File: src/rtl/doodle_jump_engine.sv
// rtl/doodle_jump_engine.sv - jump/fall/scroll physics and platform landing for the doodle sprite
module doodle_jump_engine #(
   parameter int POS_W       = 10,
   parameter int SCORE_W     = 16,
   parameter int NUM_PLAT    = 8,
   parameter int H_RES       = 640,
   parameter int V_RES       = 480,
   parameter int DOODLE_W    = 32,
   parameter int DOODLE_H    = 32,
   parameter int PLAT_W      = 64,
   parameter int JUMP_H      = 120,
   parameter int V_STEP      = 4,
   parameter int H_STEP      = 4,
   parameter int SCROLL_LINE = 240,
   parameter int X_START     = 304,
   parameter int Y_START     = 400
) (
   input  logic                         Clk,
   input  logic                         Reset_n,
   input  logic                         Start,
   input  logic                         Ack,
   input  logic                         Tick,
   input  logic                         Left,
   input  logic                         Right,
   input  logic [NUM_PLAT*POS_W-1:0]    plat_x,
   input  logic [NUM_PLAT*POS_W-1:0]    plat_y,
   output logic [POS_W-1:0]             doodle_x,
   output logic [POS_W-1:0]             doodle_y,
   output logic [POS_W-1:0]             scroll_dy,
   output logic                         scroll_vld,
   output logic                         landed,
   output logic [$clog2(NUM_PLAT)-1:0]  landed_idx,
   output logic [SCORE_W-1:0]           score,
   output logic                         q_I,
   output logic                         q_Up,
   output logic                         q_Down,
   output logic                         q_Done
);

   localparam int IDX_W = $clog2(NUM_PLAT);
   localparam int W1    = POS_W + 1;
   localparam int SW1   = SCORE_W + 1;

   typedef enum logic [1:0] {S_I, S_UP, S_DOWN, S_DONE} state_t;

   state_t             state_q, state_d;
   logic [POS_W-1:0]   x_q, x_d, y_q, y_d, sdy_q, sdy_d;
   logic               svld_q, svld_d, landed_q, landed_d;
   logic [IDX_W-1:0]   lidx_q, lidx_d;
   logic [SCORE_W-1:0] score_q, score_d;
   logic [W1-1:0]      rise_q, rise_d;

   logic [W1-1:0]       ob, nb, x_right;
   logic [NUM_PLAT-1:0] hit;
   logic                hit_any;
   logic [IDX_W-1:0]    hit_idx;
   logic [POS_W-1:0]    hit_py;
   logic [SW1-1:0]      score_sum;

   // old/new sprite bottom and right edge, widened so the compares never wrap
   always_comb begin
      ob      = W1'(y_q) + W1'(DOODLE_H);
      nb      = ob + W1'(V_STEP);
      x_right = W1'(x_q) + W1'(DOODLE_W);
   end

   for (genvar g = 0; g < NUM_PLAT; g++) begin : g_hit
      logic [W1-1:0] px_w, py_w;
      assign px_w   = W1'(plat_x[g*POS_W +: POS_W]);
      assign py_w   = W1'(plat_y[g*POS_W +: POS_W]);
      assign hit[g] = (x_right > px_w) && (W1'(x_q) < px_w + W1'(PLAT_W)) &&
                      (ob <= py_w) && (nb >= py_w);
   end

   // pick the lowest-index platform hit this frame
   always_comb begin
      hit_any = 1'b0;
      hit_idx = '0;
      hit_py  = '0;
      for (int i = NUM_PLAT - 1; i >= 0; i--) begin
         if (hit[i]) begin
            hit_any = 1'b1;
            hit_idx = IDX_W'(i);
            hit_py  = plat_y[i*POS_W +: POS_W];
         end
      end
   end

   // next-state and physics for one frame; nothing but Start/Ack moves outside Tick
   always_comb begin
      state_d   = state_q;
      x_d       = x_q;
      y_d       = y_q;
      sdy_d     = sdy_q;
      svld_d    = 1'b0;
      landed_d  = 1'b0;
      lidx_d    = lidx_q;
      score_d   = score_q;
      rise_d    = rise_q;
      score_sum = '0;
      case (state_q)
         S_I: begin
            if (Start) begin
               state_d = S_UP;
               x_d     = POS_W'(X_START);
               y_d     = POS_W'(Y_START);
               score_d = '0;
               rise_d  = '0;
            end
         end
         S_DONE: begin
            if (Ack) state_d = S_I;
         end
         default: begin
            if (Tick) begin
               if (state_q == S_UP) begin
                  // rising past the scroll line pins the sprite and scrolls the world instead
                  if (W1'(y_q) < W1'(SCROLL_LINE + V_STEP)) begin
                     y_d       = POS_W'(SCROLL_LINE);
                     sdy_d     = POS_W'(W1'(SCROLL_LINE + V_STEP) - W1'(y_q));
                     svld_d    = 1'b1;
                     score_sum = {1'b0, score_q} + SW1'(sdy_d);
                     score_d   = score_sum[SCORE_W] ? '1 : score_sum[SCORE_W-1:0];
                  end else begin
                     y_d = y_q - POS_W'(V_STEP);
                  end
                  rise_d = rise_q + W1'(V_STEP);
                  if (rise_d >= W1'(JUMP_H)) state_d = S_DOWN;
               end else begin
                  if (hit_any) begin
                     y_d      = hit_py - POS_W'(DOODLE_H);
                     rise_d   = '0;
                     landed_d = 1'b1;
                     lidx_d   = hit_idx;
                     state_d  = S_UP;
                  end else if (nb >= W1'(V_RES)) begin
                     state_d = S_DONE;
                  end else begin
                     y_d = y_q + POS_W'(V_STEP);
                  end
               end
               if (Left && !Right) begin
                  x_d = (x_q < POS_W'(H_STEP)) ? POS_W'(H_RES - DOODLE_W) : x_q - POS_W'(H_STEP);
               end else if (Right && !Left) begin
                  x_d = (W1'(x_q) + W1'(H_STEP) > W1'(H_RES - DOODLE_W)) ? '0 : x_q + POS_W'(H_STEP);
               end
            end
         end
      endcase
   end

   // state and physics registers
   always_ff @(posedge Clk or negedge Reset_n) begin
      if (!Reset_n) begin
         state_q  <= S_I;
         x_q      <= POS_W'(X_START);
         y_q      <= POS_W'(Y_START);
         sdy_q    <= '0;
         svld_q   <= 1'b0;
         landed_q <= 1'b0;
         lidx_q   <= '0;
         score_q  <= '0;
         rise_q   <= '0;
      end else begin
         state_q  <= state_d;
         x_q      <= x_d;
         y_q      <= y_d;
         sdy_q    <= sdy_d;
         svld_q   <= svld_d;
         landed_q <= landed_d;
         lidx_q   <= lidx_d;
         score_q  <= score_d;
         rise_q   <= rise_d;
      end
   end

   assign doodle_x   = x_q;
   assign doodle_y   = y_q;
   assign scroll_dy  = sdy_q;
   assign scroll_vld = svld_q;
   assign landed     = landed_q;
   assign landed_idx = lidx_q;
   assign score      = score_q;
   assign q_I        = (state_q == S_I);
   assign q_Up       = (state_q == S_UP);
   assign q_Down     = (state_q == S_DOWN);
   assign q_Done     = (state_q == S_DONE);

endmodule
File: config.mk
export PLATFORM = sky130hd
export DESIGN_NAME = doodle_jump_engine
export DESIGN_NICKNAME = d
export VERILOG_FILES = /design/src/rtl/doodle_jump_engine.sv
export SDC_FILE = /design/constraint.sdc
export NUM_CORES = 1
export LEC_CHECK = 0
export ABC_AREA = 0
export ABC_CLOCK_PERIOD_IN_PS = 6700
export BUFFER_PORTS_ARGS = -buffer_cell sky130_fd_sc_hd__buf_2
export CAP_MARGIN = 10
export CORE_ASPECT_RATIO = 1.5
export CORE_UTILIZATION = 50
export CTS_CLUSTER_DIAMETER = 150
export DETAILED_ROUTE_END_ITERATION = 12
export MAX_ROUTING_LAYER = met4
export PLACE_DENSITY_LB_ADDON = 0.3
export SLEW_MARGIN = 10
export SYNTH_ARGS = -nofsm -noshare
export SYNTH_HDL_FRONTEND = slang
export SYNTH_SLANG_ARGS = --single-unit
File: constraint.sdc
create_clock -name Clk -period 6.7 [get_ports Clk]
set_input_delay 0.335 -clock Clk [delete_from_list [all_inputs] [get_ports Clk]]
set_output_delay 0.335 -clock Clk [all_outputs]
set_load 0.05 [all_outputs]
==> qor.yml, run 1 <==
critical_path:
  crit_arrival_ns: 5.99
  rr_worst_depth: 22
  slowest_delay_ns: 1.01
  reg2reg_slack_ns: 0.97
  timing.rr.start: "doodle_y[5]"
  crit_buf_inv: 3
  path_class: "register to register"
  r2r-end: "doodle_y[7]"
  cp_max_fo: 16
  slowest_stage: "xnor2_1"
  cp_data_required_time_ns: 6.95
  crit_family: "simple AND/OR/NAND/NOR gates"
  cp_cell_sequence: "inv_1, ha_1, and4b_1, nand2_1, nand2_1, xnor2_1, ha_1, o22a_1, nand4_1, nor4_1, nor3_1, a211oi_2, buf_4, nor2_1, nand2_1, a221oi_1, o31a_1, ha_1, inv_1, a21oi_1, nand3b_1, a22oi_1"
  cp-start-kind: "register"
  crit_path_end_kind: "register"
clock_network:
  cts_root_buf: "clkbuf_16"
  ctsHoldBuffers: 0
  cts_buffers: 9
  htree_levels: 3
  cts_tree: "done"
  clk_pin_slew_ns: 0.06
  clock-sinks: 60
  clockBufferDepth: 2
  cts_resized: 0
  clk_latency_ns: 0.34
  post-cts-setup-buffers: 0
grt:
  grtUsageTotal_pct: 35.39
  grt_pass1_wl_um: 65220
  use_met2_pct: 62.45
  grt_max_degree: 61
  grt_busiest_layer: "met2"
  antenna_found_initial: 9
  overflow: 0
  grt_pass1_vias: 12640
  met1_usage_pct: 37.32
  use_met3_pct: 5.543
timing:
  min_period_over_period_pct: 85.57
  drv_slew: 0
  hold_ws_ns: 0.1484
  clock_skew_ns: 0.006771
  rsz0062_at_grt: "false"
  clock.fmax_ghz: 0.1744
  tns_ns: 0
  setup_viol: 0
  slew-limit-headroom_pct: 12.02
  worstMarginPinSlew_ns: 1.310
  fin_crit_ns: 5.733
  hold_viol_final: 0
power:
  p_per_area_nw_per_um2: 485.8
  ir_drop_mv: 0.2175
  leakagePower_nw: 7.316
synthesis:
  seq_area_frac_synth_pct: 12.59
  synth_top_cell_by_area: "ha_1"
  synth_top_cell_area_share_pct: 29.64
  synthCells: 1539
  synth_edf_count: 0
  synth_area_leaders: "ha_1 30%, dfrtp_1 11%, inv_1 5.9%"
  ys_dominant_reg_cell: "dfrtp_1"
  synth.distinct_cells: 87
  yosys-top-cells-count: "284 x ha_1, 190 x inv_1, 126 x nand2_1"
  ys_async_sr_fraction_pct: 100.0
  avgSynthCellArea_um2: 7.789
  netlist_area_um2: 11990
  synth_warnings: 0
  yosysMostFrequentCell: "ha_1"
  ys_seq_elements: 60
placed_design:
  place_hpwl_um: 34140
  place.gp.congestion: 1.040
  port-buffer-count: 219
  dp_cells: 2065
route:
  ant_nets: 0
  dr.pass1.iters: 8
  viasPerCell: 6.138
  drtIter0Drc: 749
  vias: 12830
  wl_per_cell_um: 20.14
  drc: 0
  drt-total-wl_um: 42090
flow_run:
  cap_violations: 0
cells_and_area:
  drive_above_1_share_pct: 16.69
  area_growth_pct: 14.97
  fin_cells: 2090
  final_util_pct: 58.26
  nNetsFinal: 2209
floorplan:
  die_area_um2: 24610
  rows: 69
  core_um2: 23660
  initial_utilization_pct: 50.68
  io_pins: 222
  die_w_um: 128.4
  die_height_um: 191.6
status:
  status: "finished clean"
worst_hold_path:
  hold_class: "primary input to asynchronous set/reset pin"
==> flip-flops by register name, summed over array words and instances, names as in the netlist <==
| name | cells |
|---|---|
| scroll_vld | 1 |
| rise_q | 9 |
| doodle_x | 8 |
| scroll_dy | 10 |
| landed_idx | 3 |
| doodle_y | 10 |
| landed | 1 |
| state_q | 2 |
| score | 16 |
==> worst max-delay path by stage <==
stage	cells after the start	slack, ns	startpoint	to
floorplan	20	1.36	doodle_y[5]	doodle_y[9]
global placement	18	1.21	doodle_y[5]	doodle_y[5]
detailed placement	18	1.15	doodle_y[5]	doodle_y[5]
CTS	18	1.12	doodle_y[5]	doodle_y[5]
global route	18	0.71	doodle_y[5]	doodle_y[5]
finish	22	0.97	doodle_y[5]	doodle_y[7]
==> report_power, final <==
part / switching, mW / internal [mW]
Clock: 0.167 / 0.259
Combinational: 3.43 / 2.08
Sequential: 0.265 / 0.496
==> cell families (layout without fill, tap and decap cells) <==
logic type	Yosys count	after routing	synth area share, %
AND/OR/NAND/NOR	453	453	19.69
AO/OA/AOI/OAI	443	443	25.23
adder cells (fa/ha/maj)	285	285	29.81
buffers and inverters	229	451	7.515
flip-flops	60	60	12.59
XOR/XNOR	59	59	4.373
multiplexers	9	9	0.7724
other	1	11	0.03128
==> layout by cell type, fill, tap and decap left out, types with 8 or more instances in the layout <==
cell type	instances
nand3_1	65
buf_2	219
nor4_1	17
xor2_1	10
o22ai_1	8
nand4_1	24
a2111oi_0	11
a21o_1	49
nor3b_1	8
a221oi_1	16
o211ai_1	13
a31oi_1	25
clkbuf_16	9
nand2_1	126
nand2b_1	18
nor3_1	31
a221o_1	11
nor2b_1	13
a211oi_1	23
o31ai_1	10
a211o_1	9
inv_1	190
a21oi_1	91
dfrtp_1	54
o21a_1	12
nor2_1	69
and3_1	18
o21ai_0	94
diode_2	9
ha_1	284
or3_1	13
xnor2_1	48
buf_4	26
==> cell type report <==
cell class	instances	area, um^2
Timing Repair Buffer	245	1291
Antenna cell	9	22.52
Clock buffer	13	250.2
Multi-Input combinational cell	1251	9582
Clock inverter	3	15.01
Sequential cell	60	1509
Inverter	190	713.2
Tap cell	319	399.1
Fill cell	2243	9873
==> layer usage <==
layer  vias up  share of wire (%)  routed length, um
li1       6125                  -                  -
met1      5964                 38              15920
met2       586                 49              20660
met3       153                7.2               3050
met4         0                5.8               2456
met5         -                  0                  0
==> through the flow <==
step | instance area, um^2 | worst slack (ns) | power [mW]
floorplan | 11990 | 1.360 | 4.616
global placement | 13490 | 1.205 | 6.039
global route | 13780 | 0.7128 | 7.275
finish | 13780 | 0.9670 | 6.695
detailed placement | 13490 | 1.151 | 6.147
CTS | 13760 | 1.120 | 6.600
(Power assumes the default switching activity.)
==> run 2, diff against run 1 <==
--- a/config.mk
+++ b/config.mk
@@ -9,7 +9,7 @@
 export ABC_CLOCK_PERIOD_IN_PS = 6700
 export BUFFER_PORTS_ARGS = -buffer_cell sky130_fd_sc_hd__buf_2
 export CAP_MARGIN = 10
-export CORE_ASPECT_RATIO = 1.5
+export CORE_ASPECT_RATIO = 0.9
 export CORE_UTILIZATION = 50
 export CTS_CLUSTER_DIAMETER = 150
 export DETAILED_ROUTE_END_ITERATION = 12
==> run 2 against run 1 <==
- sequential power is 0.5% higher
- power grew 1.0%
- utilization up 0.59 points
- maximum frequency decreased by 3.0%
- non-clock buffer count is 1 higher
- via count decreased by 0.21%
- flip-flop and latch count unchanged
- clock skew barely moved
- combinational power up 0.9%
- hold slack better by 0.027 ns
- critical path depth down 3
- final cell count decreased by 0.86%
==> qor.yml, run 2 (synthesized netlist as in run 1, its figures left out) <==
status:
  status: "finished clean"  # unchanged
critical_path:
  cp-start-kind: "register"  # unchanged
  endpoint: "doodle_y[8]"  # was doodle_y[7]
  crit_path_start: "doodle_y[5]"  # unchanged
  r2r-end: "doodle_y[8]"  # was doodle_y[7]
  reg2reg_slack_ns: 0.79  # was 0.97 ns
  path_class: "register to register"  # unchanged
  crit_arrival_ns: 6.17  # was 5.99 ns
  slowest_stage: "xnor2_1"  # unchanged
  cp_cell_sequence: "inv_1, buf_4, ha_1, and4b_1, nand2_1, nand2_1, xnor2_1, ha_1, o22a_1, nand4_1, nor4_1, nor3_1, a211oi_2, a31o_2, nor4_4, a21oi_1, o31ai_1, a2bb2oi_1, nand3b_1"  # was inv_1, ha_1, and4b_1, nand2_1, nand2_1, xnor2_1, ha_1, o22a_1, nand4_1, nor4_1, nor3_1, a211oi_2, buf_4, nor2_1, nand2_1, a221oi_1, o31a_1, ha_1, inv_1, a21oi_1, nand3b_1, a22oi_1
  cp_data_required_time_ns: 6.96  # was 6.95 ns
  crit_path_end_kind: "register"  # unchanged
  slowest_delay_ns: 0.99  # was 1.01 ns
  cp_max_fo: 14  # was 16
  rr_worst_depth: 19  # was 22
  timing.rr.start: "doodle_y[5]"  # unchanged
power:
  ir_drop_mv: 0.3534  # was 0.2175 mV
  finalPower_mw: 6.763  # was 6.695 mW
  leakagePower_nw: 7.325  # was 7.316 nW
  swShare_pct: 57.96  # was 57.61%
  internal-power_mw: 2.843  # was 2.838 mW
  clockPowerShare_pct: 6.5  # was 6.3%
  switching_power_mw: 3.920  # was 3.857 mW
  pwr-share-comb_pct: 82.2  # was 82.3%
  seqPwrFrac_pct: 11.3  # was 11.4%
  p_per_area_nw_per_um2: 490.9  # was 485.8 nW/um^2
floorplan:
  die_w_um: 165.2  # was 128.4 um
  rows: 53  # was 69
  initial_utilization_pct: 51.21  # was 50.68%
  core_um2: 23410  # was 23,660 um^2
  die_height_um: 148.9  # was 191.6 um
  die_area_um2: 24600  # was 24,610 um^2
  io_pins: 222  # unchanged
cells_and_area:
  nNetsFinal: 2210  # was 2,209
  largest_reg_flops: 16  # unchanged
  multi_input_area_um2: 9582  # unchanged
  fillers: 2159  # was 2,243
  drive_above_1_share_pct: 16.90  # was 16.69%
  fin_cells: 2072  # was 2,090
  area_growth_pct: 14.93  # was 14.97%
  fin_area_um2: 13780  # about the same
  regArea_um2: 1509  # unchanged
  layout_common_cells: "284 x ha_1, 219 x buf_2, 190 x inv_1"  # unchanged
  layout_commonest_cell: "ha_1"  # unchanged
timing:
  min_period_over_period_pct: 88.23  # was 85.57%
  worstMarginPinSlew_ns: 1.287  # was 1.310 ns
  tns_ns: 0  # unchanged
  slew-limit-headroom_pct: 13.58  # was 12.02%
  hold_viol_final: 0  # unchanged
  drv_slew: 0  # unchanged
  clock_skew_ns: 0.006303  # was 0.006771 ns
  setup_viol: 0  # unchanged
  fin_crit_ns: 5.912  # was 5.733 ns
  rsz0062_at_grt: "false"  # unchanged
  clock.fmax_ghz: 0.1692  # was 0.1744 GHz
placed_design:
  port-buffer-count: 219  # unchanged
  post_dp_cell_area_um2: 13480  # was 13,490 um^2
  dp_cells: 2049  # was 2,065
  place.gp.congestion: 1.041  # was 1.040
  place_hpwl_um: 33310  # was 34,140 um
flow_run:
  cap_violations: 0  # unchanged
grt:
  grt_pass1_vias: 12050  # was 12.64k
  overflow: 0  # unchanged
  grt_max_degree: 61  # unchanged
  grtUsageTotal_pct: 34.94  # was 35.39%
  antenna_found_initial: 7  # was 9
  grt_pass1_wl_um: 64520  # was 65,220 um
route:
  met3_length_um: 3297  # was 3050 um
  dr.max_layer_used: "met4"  # unchanged
  drc: 0  # unchanged
  viasPerCell: 6.178  # was 6.138
  met1_length_um: 18540  # was 15,920 um
  drt-total-wl_um: 41620  # was 42,090 um
  ant_nets: 0  # unchanged
  wl_per_cell_um: 20.09  # was 20.14 um
  dr.pass1.iters: 7  # was 8
  vias: 12800  # was 12.83k
  drtIter0Drc: 1405  # was 749
  dr_wl_met2_um: 18290  # was 20,660 um
clock_network:
  cts_tree: "done"  # unchanged
  clk_pin_slew_ns: 0.06  # about the same
  clock-sinks: 60  # unchanged
  post-cts-setup-buffers: 0  # unchanged
  clockBufferDepth: 2  # unchanged
  cts_resized: 0  # unchanged
  ctsHoldBuffers: 0  # unchanged
  clk_latency_ns: 0.34  # about the same
  cts_buffers: 9  # unchanged
  htree_levels: 3  # unchanged
  cts_root_buf: "clkbuf_16"  # unchanged
worst_hold_path:
  hold_class: "primary input to asynchronous set/reset pin"  # unchanged
## run 2: critical path, delay by kind of cell, from the launching register on
kind	cells	cell delay, ns
XOR/XNOR	1	0.99
AO/OA/AOI/OAI	6	2.21
flip-flops	1	0.61
AND/OR/NAND/NOR	8	1.02
buffers and inverters	2	0.31
adder cells (fa/ha/maj)	2	0.70
## run 2: worst min path at each step
stage,to,start
3_3_place_gp,scroll_dy[1],scroll_dy[1]
2_1_floorplan,doodle_x[2],Reset_n
4_1_cts,scroll_dy[0],Reset_n
3_5_place_dp,scroll_dy[1],scroll_dy[1]
6_report,scroll_dy[1],Reset_n
5_1_grt,scroll_dy[0],Reset_n
## run 2: layout make-up
class                   count  area share [%]
repair buffers            246           9.427
multi-input cells        1251           69.55
clock inverters             6          0.2906
flip-flops and latches     60           10.95
clock buffers              10           1.735
well taps                 302           2.743
inverters                 190           5.177
diodes                      7          0.1271
## run 2: power groups by stage
stage | clock network (mW) | registers (mW) | logic (mW)
after CTS | 0.448 | 0.759 | 5.43
after global placement | 0 | 0.760 | 5.27
after detailed placement | 0 | 0.764 | 5.40
after global routing | 0.458 | 0.788 | 6.10
final | 0.439 | 0.765 | 5.56
after floorplan | 0 | 0.979 | 3.64
## run 2: metrics by stage
stage	utilization, %	worst slack (ns)	hold WS (ns)
floorplan	-	1.360	0.03941
global placement	57.59	1.096	0.4594
detailed placement	57.59	0.9982	0.4573
CTS	58.78	0.9769	0.2044
global route	58.85	0.4086	0.2466
finish	58.85	0.7884	0.1755
## run 2: routing by layer
layer  global-route usage [%]  vias up
li1                         -     6144
met1                    46.85     6000
met2                    53.49      569
met3                    3.559       88
met4                    14.08        0
met5                        -        -
